===== src/rtl/mem_port_arbiter_pkg.sv =====
// Shared encodings for the SRAM port arbiter: FSM states, grant owners and access ops.
package mem_port_arbiter_pkg;

  typedef enum logic [1:0] {
    ST_IDLE   = 2'd0,
    ST_ACCESS = 2'd1,
    ST_DONE   = 2'd2
  } state_t;

  typedef enum logic [1:0] {
    GNT_NONE = 2'd0,
    GNT_IF   = 2'd1,
    GNT_MEM  = 2'd2
  } grant_t;

  typedef enum logic {
    OP_RD = 1'b0,
    OP_WR = 1'b1
  } op_t;

  // A store wins if a load and a store are ever raised together.
  function automatic op_t mem_op(input logic wr);
    return wr ? OP_WR : OP_RD;
  endfunction

endpackage


===== src/rtl/mem_port_arbiter_arb_pick.sv =====
// Combinational winner select between IF and MEM; zero latency, no state.
// ARB_ROUND_ROBIN_EN: a collision goes to the requester not granted last; otherwise MEM always wins.
module arb_pick
  import mem_port_arbiter_pkg::*;
(
  input  logic   if_req,
  input  logic   mem_req,
  input  grant_t last_grant,
  output grant_t pick
);

`ifdef ARB_ROUND_ROBIN_EN
  always_comb begin
    pick = GNT_NONE;
    if (if_req && mem_req) begin
      pick = (last_grant == GNT_MEM) ? GNT_IF : GNT_MEM;
    end else if (mem_req) begin
      pick = GNT_MEM;
    end else if (if_req) begin
      pick = GNT_IF;
    end
  end
`else
  logic unused_last_grant;
  assign unused_last_grant = ^last_grant;

  always_comb begin
    pick = GNT_NONE;
    if (mem_req) begin
      pick = GNT_MEM;
    end else if (if_req) begin
      pick = GNT_IF;
    end
  end
`endif

endmodule


===== src/rtl/mem_port_arbiter.sv =====
// Shares one SRAM between IF fetch and MEM load/store; ready pulses WAIT_CYCLES+1 cycles after the grant.
// Requesters hold a level request until ready; ARB_ROUND_ROBIN_EN swaps MEM-first priority for round-robin.
module mem_port_arbiter
  import mem_port_arbiter_pkg::*;
#(
  parameter int ADDRESS_WIDTH = 16,
  parameter int DATA_WIDTH    = 16,
  parameter int WAIT_CYCLES   = 2
) (
  input  logic                     clk,
  input  logic                     rst,
  input  logic                     if_req_i,
  input  logic [ADDRESS_WIDTH-1:0] if_addr_i,
  output logic [DATA_WIDTH-1:0]    if_rdata_o,
  output logic                     if_ready_o,
  input  logic                     mem_read_i,
  input  logic                     mem_write_i,
  input  logic [ADDRESS_WIDTH-1:0] mem_addr_i,
  input  logic [DATA_WIDTH-1:0]    mem_wdata_i,
  output logic [DATA_WIDTH-1:0]    mem_rdata_o,
  output logic                     mem_ready_o,
  output logic                     busy_o,
  output logic [ADDRESS_WIDTH-1:0] ram_addr_o,
  output logic [DATA_WIDTH-1:0]    ram_wdata_o,
  input  logic [DATA_WIDTH-1:0]    ram_rdata_i,
  output logic                     ram_ce_o,
  output logic                     ram_oe_o,
  output logic                     ram_we_o
);

  localparam int CNT_W = $clog2(WAIT_CYCLES + 1);

  state_t                   state_q, state_d;
  grant_t                   grant_q, grant_d;
  grant_t                   last_grant, pick;
  op_t                      op_q, op_d;
  logic [CNT_W-1:0]         cnt_q, cnt_d;
  logic [ADDRESS_WIDTH-1:0] addr_q, addr_d;
  logic [DATA_WIDTH-1:0]    wdata_q, wdata_d;
  logic [DATA_WIDTH-1:0]    if_rdata_q, if_rdata_d;
  logic [DATA_WIDTH-1:0]    mem_rdata_q, mem_rdata_d;
  logic                     mem_req;

  assign mem_req = mem_read_i | mem_write_i;

  arb_pick u_arb_pick (
    .if_req     (if_req_i),
    .mem_req    (mem_req),
    .last_grant (last_grant),
    .pick       (pick)
  );

`ifdef ARB_ROUND_ROBIN_EN
  always_ff @(posedge clk or posedge rst) begin
    if (rst) begin
      last_grant <= GNT_IF;
    end else if (state_q == ST_IDLE && pick != GNT_NONE) begin
      last_grant <= pick;
    end
  end
`else
  assign last_grant = GNT_IF;
`endif

  always_ff @(posedge clk or posedge rst) begin
    if (rst) begin
      state_q     <= ST_IDLE;
      grant_q     <= GNT_NONE;
      op_q        <= OP_RD;
      cnt_q       <= '0;
      addr_q      <= '0;
      wdata_q     <= '0;
      if_rdata_q  <= '0;
      mem_rdata_q <= '0;
    end else begin
      state_q     <= state_d;
      grant_q     <= grant_d;
      op_q        <= op_d;
      cnt_q       <= cnt_d;
      addr_q      <= addr_d;
      wdata_q     <= wdata_d;
      if_rdata_q  <= if_rdata_d;
      mem_rdata_q <= mem_rdata_d;
    end
  end

  always_comb begin
    state_d     = state_q;
    grant_d     = grant_q;
    op_d        = op_q;
    cnt_d       = cnt_q;
    addr_d      = addr_q;
    wdata_d     = wdata_q;
    if_rdata_d  = if_rdata_q;
    mem_rdata_d = mem_rdata_q;
    ram_ce_o    = 1'b0;
    ram_oe_o    = 1'b0;
    ram_we_o    = 1'b0;
    if_ready_o  = 1'b0;
    mem_ready_o = 1'b0;
    busy_o      = (state_q != ST_IDLE);

    unique case (state_q)
      ST_IDLE: begin
        if (pick != GNT_NONE) begin
          grant_d = pick;
          addr_d  = (pick == GNT_MEM) ? mem_addr_i : if_addr_i;
          wdata_d = mem_wdata_i;
          op_d    = (pick == GNT_MEM) ? mem_op(mem_write_i) : OP_RD;
          cnt_d   = CNT_W'(WAIT_CYCLES - 1);
          state_d = ST_ACCESS;
        end
      end
      ST_ACCESS: begin
        ram_ce_o = 1'b1;
        ram_oe_o = (op_q == OP_RD);
        ram_we_o = (op_q == OP_WR);
        if (cnt_q == '0) begin
          if (op_q == OP_RD) begin
            if (grant_q == GNT_IF) begin
              if_rdata_d = ram_rdata_i;
            end else begin
              mem_rdata_d = ram_rdata_i;
            end
          end
          state_d = ST_DONE;
        end else begin
          cnt_d = cnt_q - CNT_W'(1);
        end
      end
      ST_DONE: begin
        // Strobes stay low here to give the SRAM a write-recovery cycle.
        if_ready_o  = (grant_q == GNT_IF);
        mem_ready_o = (grant_q == GNT_MEM);
        grant_d     = GNT_NONE;
        state_d     = ST_IDLE;
      end
      default: begin
        state_d = ST_IDLE;
      end
    endcase
  end

  assign ram_addr_o  = addr_q;
  assign ram_wdata_o = wdata_q;
  assign if_rdata_o  = if_rdata_q;
  assign mem_rdata_o = mem_rdata_q;

endmodule


===== config.mk =====
export PLATFORM = sky130hd
export DESIGN_NAME = mem_port_arbiter
export DESIGN_NICKNAME = d
export VERILOG_FILES = /design/src/rtl/mem_port_arbiter_pkg.sv /design/src/rtl/mem_port_arbiter_arb_pick.sv /design/src/rtl/mem_port_arbiter.sv
export SDC_FILE = /design/constraint.sdc
export NUM_CORES = 1
export LEC_CHECK = 0
export ABC_AREA = 1
export BUFFER_PORTS_ARGS = -buffer_cell sky130_fd_sc_hd__buf_2
export CORE_MARGIN = 2
export CORE_UTILIZATION = 52
export CTS_BUF_LIST = sky130_fd_sc_hd__clkbuf_2 sky130_fd_sc_hd__clkbuf_4 sky130_fd_sc_hd__clkbuf_8
export DETAILED_ROUTE_END_ITERATION = 7
export GPL_TIMING_DRIVEN = 0
export HOLD_SLACK_MARGIN = 0.05
export PLACE_DENSITY = 0.92
export SLEW_MARGIN = 40
export SYNTH_ARGS = -nofsm -noshare
export SYNTH_HDL_FRONTEND = slang
export SYNTH_SLANG_ARGS = --single-unit

===== constraint.sdc =====
create_clock -name clk -period 5.3 [get_ports clk]
set_clock_uncertainty 0.15 [all_clocks]
set_input_delay 0.795 -clock clk [delete_from_list [all_inputs] [get_ports clk]]
set_output_delay 0.795 -clock clk [all_outputs]
set_load 0.1 [all_outputs]

; Yosys cells after proc, flatten, opt, wreduce, memory -nomap -nowiden
; Index checks and enable logic that the tools add are counted.
[totals]
reg_bits = 71
word_cells = 49
output_inout_bits = 70
in_bits = 69
[classes]
n_mux = 17
n_eq_ne = 8
n_addsub = 1
reduce_logical = 12
bitwise_logic = 3
[op_table]
columns = operator, n
row1 = 2-to-1 mux 16 bit, 1
row2 = case mux 2 bit (2 select lines), 3
row3 = 2-to-1 mux 2 bit, 5
row4 = 2-to-1 mux 1 bit, 8
row5 = AND reduction 4 bit, 2
row6 = nonzero test 2 bit, 4
row7 = == test 2 bit (second input constant), 3
row8 = != test 2 bit (second input constant), 3
row9 = AND reduction 2 bit, 3
row10 = == test 2 x 1 -> 1 bit (second input constant), 2
row11 = zero test 2 bit, 2
row12 = AND reduction 3 bit, 1
row13 = inverter 1 bit, 2
row14 = subtractor 2 x 1 -> 2 bit (second input constant), 1
row15 = OR 1 bit, 1

; Depth between registers and ports, before layout
; Gate-level depths: netlist of the first run.
[depth]
word_depth = 5
depth_mapped = 8
mapped_depth_nobuf = 7

; Modules after synthesis
; A second synthesis of the first run with hierarchy kept.
[unflattened]
cells_unflattened = 385
hier_area_um2 = 3178.0
[modules_own_cells]
columns = mod, area_per_inst_um2, cells_each, seq_area_each_um2, instances
row1 = mem_port_arbiter, 3160.5, 382, 1776.7, 1
row2 = arb_pick, 17.5, 3, 0.0, 1

; Worst setup path before layout of the first run
; Ideal clock, no wire load.
[synth_path]
path_kind = reg-to-output
startpoint = register state_q[0]
endpoint = output port mem_ready_o
arrival_ns = 2.613
slack_ns = 1.742
path_stages_with_launch = 4
path_buffers = 0
required_time_ns = 4.355
cell_sequence = dfrtp_1 > inv_2 > nand2_1 > nor3_1
[synth_between]
elab_chain_len = 2
[synth_rtl]
columns = item, line
row1 = start: declaration, mem_port_arbiter.sv:33  ; state_t state_q, state_d;
row2 = start signal: assignment, mem_port_arbiter.sv:76  ; state_q <= state_d;
row3 = == test 2 bit, mem_port_arbiter.sv:103  ; unique case (state_q)
row4 = 2-to-1 mux 1 bit, mem_port_arbiter.sv:103
row5 = end: declaration, mem_port_arbiter.sv:21  ; output logic mem_ready_o,
; No other way between the ends.

; Worst setup path after layout of the first run
[layout_path]
startpoint = register grant_q[1]
endpoint = output port if_ready_o
[layout_between]
elab_chain_len = 2
[layout_rtl]
columns = item, line
row1 = start: declaration, mem_port_arbiter.sv:34  ; grant_t grant_q, grant_d;
row2 = start signal: assignment, mem_port_arbiter.sv:77  ; grant_q <= grant_d;
row3 = == test 2 x 1 -> 1 bit, mem_port_arbiter.sv:133  ; if_ready_o = (grant_q == GNT_IF);
row4 = 2-to-1 mux 1 bit, mem_port_arbiter.sv:103
row5 = end: declaration, mem_port_arbiter.sv:15  ; output logic if_ready_o,
; No other way between the ends.

==> impl_metrics.ini, run 1 <==
[status]
status = completed

[critical_path]
cp_common_cell = buf_2
crit_chain = inv_1, nand2_1, buf_2, nor2_1, buf_2
cp.required_ns = 4.36
worst-r2r-cell-count = 8
crit_fanout = 10
critPathLaunchType = flip-flop
timing.rr.start = cnt_q[0]
crit_slowest_cell = buf_2
max_stage_delay_ns = 0.44
critPathCaptureType = primary output
reg2reg_to = mem_rdata_o[3]
cp_top_family = buffers and inverters
crit_type = flip-flop to primary output
worst_ep_arrival_time_ns = 1.81
crit_buf_inv = 3
reg2reg_setup_slack_ns = 3.48

[clocking]
cts-htree-levels = 3
post-cts-setup-buffers = 0
cts_tree = done
cts_buffers = 9
clock_latency_ns = 0.33
cts_sinks = 71
clk_pin_slew_ns = 0.07
cts_root_buf = clkbuf_8
cts_buffer_depth = 2
post_cts_resized = 0
holdBufCountCts = 0

[timing]
setup_violations = 0
grt_setup_unrepaired = no
fin_crit_sh = 0.519
fmax_ghz = 0.364
slew_violations = 0
worst-slew-pin-transition_ns = 0.506
holdWs_ns = 0.293
setup_tns_ns = 0
period_minus_slack_ns = 2.75
slew_headroom = 0.665
final_hold_viol_count = 0

[global_routing]
grt_pass1_vias = 2698
grt_pass1_wl_um = 12000
grt_max_degree = 38
antenna_found_initial = 0
overflow = 0
grt_use_total = 0.236

[floorplanning]
dieHeight_um = 81.4
initial_core_util = 0.533
chipWidth_um = 81.4
rows = 28
fp.coreArea_mm2 = 0.00585
num_io_pins = 139
fp.dieArea_mm2 = 0.00663

[place]
io_buffers = 138
dp.cells = 598
gp_congestion = 0.797
hpwl_um = 5760

[cells_and_area]
multiInputGateArea_mm2 = 0.00117
final_cells = 614
drive_gt1_frac = 0.341
n_fill_cell = 497
n_antenna_cell = 0
seq_area_mm2 = 0.00178
area_delta_synth_final_pct = 32.9
nets = 605

[routing]
vias = 2997
dr.first_iter.drc_count = 135
drt_pass1_iterations = 4
via_per_inst = 4.88
antenna_left = 0
drc = 0
drt_wl_total_um = 7660
post_drt_wl_per_cell_um = 12.5

[flow_run]
maxCapViolCount = 0

[synth]
yosysWarningCount = 0
syn_area_mm2 = 0.00312
netlist_instances = 384
avgSynthCellArea_um2 = 8.12
ys_ff_latch = 71
ys_types = 18
ys_seq_area_frac = 0.570
syn-num-nets = 455

[min_path]
hold_class = input pin to async pin
## final cells by class
cell class                 count  area share
multi-input combinational    281       0.282
tap                           75      0.0226
inverter                      16      0.0157
sequential                    71       0.429
buffer                        16      0.0275
clock inverter                 2     0.00906
clock buffer                  14      0.0435
timing repair buffer         139       0.171
## registers in the layout, summed over array words and instances (netlist names)
register,cells
cnt_q,2
state_q,2
mem_rdata_o,16
if_rdata_o,16
ram_addr_o,16
grant_q,2
op_q,1
ram_wdata_o,16
## routing by layer
metal	up-vias	track usage	wire, µm
met2	111	0.389	3730
met5	-	0	0
met3	9	0.0407	524
li1	1488	-	-
met4	0	0.110	96
met1	1389	0.304	3300
## cells in the mapped netlist (all sizes together)
library cell,instances,area share
nand3,11,0.021
a21oi,1,0.0016
nor2,9,0.018
inv,16,0.019
nand4,16,0.032
ha,2,0.0080
dfrtp,71,0.57
nand2,240,0.29
o21ai,1,0.0016
nor3,1,0.0016
buf,16,0.037
## worst max path at each step
stage                    start            end  depth (start not counted)
finish              grant_q[1]     if_ready_o                          5
global route        grant_q[1]     if_ready_o                          5
CTS                 grant_q[1]     if_ready_o                          5
detailed placement  grant_q[1]     if_ready_o                          5
global placement           rst  ram_addr_o[4]                          2
floorplan           state_q[0]    mem_ready_o                          3
## cell families after synthesis
group	share of synthesized area
and+or+nand+nor	0.363
DFF	0.570
buffers and inverters	0.0558
AOI/OAI and AO/OA	0.00321
adders and majority gates	0.00802
## worst register-to-register path, delay by kind of cell (launching register included)
| family | cells | cell delay, ns |
|---|---|---|
| buffers and inverters | 3 | 0.38 |
| adder cells (fa/ha/maj) | 1 | 0.17 |
| flip-flops | 1 | 0.40 |
| AND/OR/NAND/NOR | 4 | 0.61 |
## cells in the final DEF (no fill, tap or decap), types with 3 or more instances in the layout
cell,synthesis,layout
nand3_1,9,9
nor2_1,4,4
inv_2,3,3
buf_6,3,3
buf_2,7,145
nand2_1,238,238
nand4_1,16,16
nor2_2,3,3
dfrtp_1,71,71
clkbuf_8,0,12
inv_1,13,12
buf_4,6,6
## per-stage QoR
stage	cell area, µm²	setup WS, ns	utilization
2_1_floorplan	3120	1.74	-
3_3_place_gp	3900	1.78	0.667
3_5_place_dp	3930	2.91	0.671
4_1_cts	4150	2.53	0.709
5_1_grt	4150	2.43	0.709
6_report	4150	2.55	0.709
Power of run 1 is not shown: default switching activity piles up to over one toggle a cycle in this logic, so the estimate is an artifact.
==> run 2: changes to the inputs <==
CORE_UTILIZATION = 49   (was 52)
PLACE_DENSITY = 0.88   (was 0.92)
clock period = 2.9 ns   (was 5.3 ns; I/O delays follow)
==> run 2 against run 1 <==
- via count up 0.77%
- clock-buffer cell count down 3
- cell count up 0.49%
- die area up 5.8%
- sequential cell count unchanged
- critical path depth unchanged
- utilization down 4.7 points
- sequential share of layout area up 0.17 points
- routed wire length up 0.93%
- critical path type unchanged
==> impl_metrics.ini, run 2 (synthesis gave the netlist of run 1 again) <==
[routing]
drc = 0
drt_wl_total_um = 7730
antenna_left = 0
post_drt_wl_per_cell_um = 12.5
vias = 3020
dr.first_iter.drc_count = 127
drt_pass1_iterations = 4
via_per_inst = 4.89

[critical_path]
crit_slowest_cell = buf_2
cp.required_ns = 2.32
worst_ep_arrival_time_ns = 1.81
reg2reg_setup_slack_ns = 1.06
crit_buf_inv = 3
critPathCaptureType = primary output
worst-r2r-cell-count = 8
crit_type = flip-flop to primary output
cp_top_family = buffers and inverters
crit_fanout = 10
cp_common_cell = buf_2
timing.rr.start = cnt_q[0]
reg2reg_to = mem_rdata_o[9]
critPathLaunchType = flip-flop
crit_chain = inv_1, nand2_1, buf_2, nor2_1, buf_2
max_stage_delay_ns = 0.43

[clocking]
cts_buffer_depth = 2
cts_root_buf = clkbuf_8
clock_latency_ns = 0.33
cts-htree-levels = 3
clk_pin_slew_ns = 0.08
cts_buffers = 9
post-cts-setup-buffers = 0
cts_sinks = 71
cts_tree = done

[floorplanning]
chipWidth_um = 83.8
fp.dieArea_mm2 = 0.00702
initial_core_util = 0.500
fp.coreArea_mm2 = 0.00624
dieHeight_um = 83.8
rows = 29
num_io_pins = 139

[timing]
worst-slew-pin-transition_ns = 0.506
slew_violations = 0
slew_headroom = 0.665
setup_violations = 0
final_hold_viol_count = 0
period_minus_slack_ns = 2.39
grt_setup_unrepaired = no
fmax_ghz = 0.418
fin_crit_sh = 0.824

[min_path]
whs_path_depth = 3
hold_class = input pin to flip-flop
min_from = mem_wdata_i[11]
hold_end = ram_wdata_o[11]

[cells_and_area]
n_fill_cell = 539
nets = 606
area_delta_synth_final_pct = 32.4
layout_common_cells = nand2_1 (238), buf_2 (145), dfrtp_1 (71)
final_common_cell = nand2_1
final_cells = 617
utilization = 0.662
drive_gt1_frac = 0.343
n_antenna_cell = 0

[place]
hpwl_um = 5770
io_buffers = 138
gp_congestion = 0.854
dp.cells = 600

[global_routing]
grt_max_degree = 40
antenna_found_initial = 0
overflow = 0
grt_pass1_vias = 2937
grt_pass1_wl_um = 13200
grt_use_total = 0.230

[flow_run]
maxCapViolCount = 0

[status]
status = completed
-- run 2: cell count changes in the layout (fill, tap and decap cells not counted) --
cell,change
bufinv_16,-1
clkbuf_4,-2
clkbuf_8,-1
clkinv_2,+2
clkinvlp_4,+2
dlygate4sd3_1,+1
nor3_1,-1
nor3_2,+1
-- run 2: cell type report --
type / count / area, µm² / share of cell area
well taps: 77 / 96.3 / 0.0233
clock buffers: 11 / 151 / 0.0367
clock inverters: 5 / 32.5 / 0.00788
plain buffers: 16 / 114 / 0.0276
multi-input cells: 281 / 1170 / 0.284
repair buffers: 140 / 721 / 0.175
inverters: 16 / 65.1 / 0.0158
flip-flops and latches: 71 / 1780 / 0.430
-- run 2: what timing repair did --
item / CTS / global route
hold endpoints to repair: 32 / 0
resized for setup: 0 / 0
endpoints found under the setup margin: 0 / 0
hold buffers: 1 / 0
-- run 2: worst max path at each step --
stage                from       endpoint  slack (ns)  cells past startpoint
2_1_floorplan  grant_q[1]     if_ready_o        0.25                      4
3_3_place_gp          rst  ram_addr_o[7]       -0.31                      2
3_5_place_dp   grant_q[1]     if_ready_o        0.87                      5
4_1_cts        grant_q[1]     if_ready_o        0.50                      5
5_1_grt        grant_q[1]     if_ready_o        0.39                      5
6_report       grant_q[1]     if_ready_o        0.51                      5
-- run 2: worst reg2reg max path, stage by stage (launching register included) --
cell,delay (ns)
dfrtp_1,0.40
inv_1,0.08
ha_1,0.17
inv_1,0.05
nor2_2,0.28
nand3_2,0.23
buf_2,0.24
nand2_1,0.08
nand2_1,0.05
-- run 2: through the flow --
| step | area [µm²] | setup slack (ns) | hold WS [ns] | TNS [ns] |
|---|---|---|---|---|
| after CTS | 4130 | 0.498 | 0.129 | 0 |
| final | 4130 | 0.509 | 0.141 | 0 |
| after global placement | 3910 | -0.306 | 0.298 | -21.59 |
| after global routing | 4130 | 0.390 | 0.145 | 0 |
| after detailed placement | 3940 | 0.866 | 0.280 | 0 |
| after floorplan | 3120 | 0.251 | 0.319 | 0 |
-- run 2: per-layer routing --
layer,GRT usage,wire (µm),vias up
met2,0.385,3770,123
met1,0.300,3340,1399
met5,0,0,-
met3,0.0396,515,12
met4,0.0894,97,0
li1,-,-,1486
Power of run 2 is left out for the same reason.
==> run 3: changes to the inputs <==
clock period = 2.3 ns   (was 2.9 ns; I/O delays follow)
==> run 3 against run 2 <==
- register-to-register slack lost 0.57 ns
- cell area is 2.9% higher
- non-clock buffer count rose by 10
- global-route usage fell by 0.76 points
- critical path depth unchanged
- cell count is 1.6% higher
- setup slack worse by 0.38 ns
==> impl_metrics.ini, run 3 (synthesis gave the netlist of run 1 again) <==
[clocking]
cts_buffers = 9
clock_latency_ns = 0.32
cts-htree-levels = 3
cts_tree = done
cts_root_buf = clkbuf_8
clk_pin_slew_ns = 0.07
cts_buffer_depth = 2
post-cts-setup-buffers = 0
cts_sinks = 71

[cells_and_area]
area_delta_synth_final_pct = 36.2
n_fill_cell = 532
layout_common_cells = nand2_1 (238), buf_2 (143), dfrtp_1 (71)
drive_gt1_frac = 0.340
final_common_cell = nand2_1
nets = 616
n_antenna_cell = 0
utilization = 0.681

[floorplanning]
dieHeight_um = 83.8
rows = 29
fp.coreArea_mm2 = 0.00624
chipWidth_um = 83.8
fp.dieArea_mm2 = 0.00702
initial_core_util = 0.500
num_io_pins = 139

[timing]
period_minus_slack_ns = 2.17
worst-slew-pin-transition_ns = 0.505
grt_setup_unrepaired = no
holdWs_ns = 0.0638
final_hold_viol_count = 0
fmax_ghz = 0.462
setup_tns_ns = 0
setup_violations = 0
slew_violations = 0
fin_crit_sh = 0.942
slew_headroom = 0.665

[routing]
vias = 2988
via_per_inst = 4.77
dr.first_iter.drc_count = 149
post_drt_wl_per_cell_um = 12.1
antenna_left = 0
drt_pass1_iterations = 4
drc = 0
drt_wl_total_um = 7600

[global_routing]
antenna_found_initial = 0
grtUsageMet3 = 0.0495
met2_usage = 0.367
grt_use_total = 0.223
grt_pass1_wl_um = 12500
overflow = 0
grt_use_met1 = 0.286
top_usage_layer = met2
grt_pass1_vias = 2716
grt_max_degree = 38

[critical_path]
worst_ep_arrival_time_ns = 1.67
critPathLaunchType = flip-flop
cp.required_ns = 1.80
crit_fanout = 10
critPathCaptureType = primary output
crit_type = flip-flop to primary output

[place]
gp_congestion = 0.828
io_buffers = 138
hpwl_um = 5540

[status]
status = completed

[flow_run]
maxCapViolCount = 0

[min_path]
hold_class = input pin to flip-flop
[run 3: cell types whose count changed in the layout (fill, tap and decap cells not counted), sizes merged]
cell         before  now
clkbuf           11   12
buf             155  153
bufinv            0    1
clkinv            2    4
clkinvlp          3    1
dlygate4sd3       1   11
[run 3: final cells by class]
cell class	count	area, µm²	share of cell area
buffer	16	114	0.0268
clock buffer	10	131	0.0309
clock inverter	6	61.3	0.0144
inverter	16	65.1	0.0153
multi-input combinational	281	1180	0.277
sequential	71	1780	0.418
tap	77	96.3	0.0227
timing repair buffer	150	826	0.194
[run 3: path summary, 6_finish.rpt]
kind	from	to	slack, ns	cells past startpoint
max in group asynchronous	rst	ram_addr_o[3]	1.09	4
hold reg to reg	if_rdata_o[12]	if_rdata_o[12]	0.32	2
setup / recovery	grant_q[1]	if_ready_o	0.13	5
setup reg to reg	cnt_q[0]	mem_rdata_o[2]	0.49	8
hold / removal	mem_wdata_i[15]	ram_wdata_o[15]	0.06	3
min in group asynchronous	rst	mem_rdata_o[0]	0.42	3
[run 3: metrics by stage]
stage	instances	area (µm²)	setup slack [ns]
global placement	599	3920	-0.770
CTS	627	4240	0.0119
finish	627	4250	0.134
floorplan	384	3130	0.00843
global route	627	4250	0.0117
detailed placement	600	3940	0.379
[run 3: repair_timing]
action	4_1_cts	5_1_grt
endpoints found under the hold margin	44	0
hold buffers	11	0
gates resized for setup	0	2
setup endpoints to repair	0	2
[run 3: worst max-delay path, cell delays in order, from the launching register on]
cell,delay [ns]
dfrtp_1,0.38
inv_1,0.10
nand2_1,0.20
buf_2,0.25
nor2_2,0.09
clkbuf_4,0.33
[run 3: routing by layer]
layer	vias up	part of all wire
li1	1504	-
met1	1351	0.43
met2	121	0.48
met3	12	0.072
met4	0	0.014
met5	-	0
Power of run 3 is left out for the same reason.
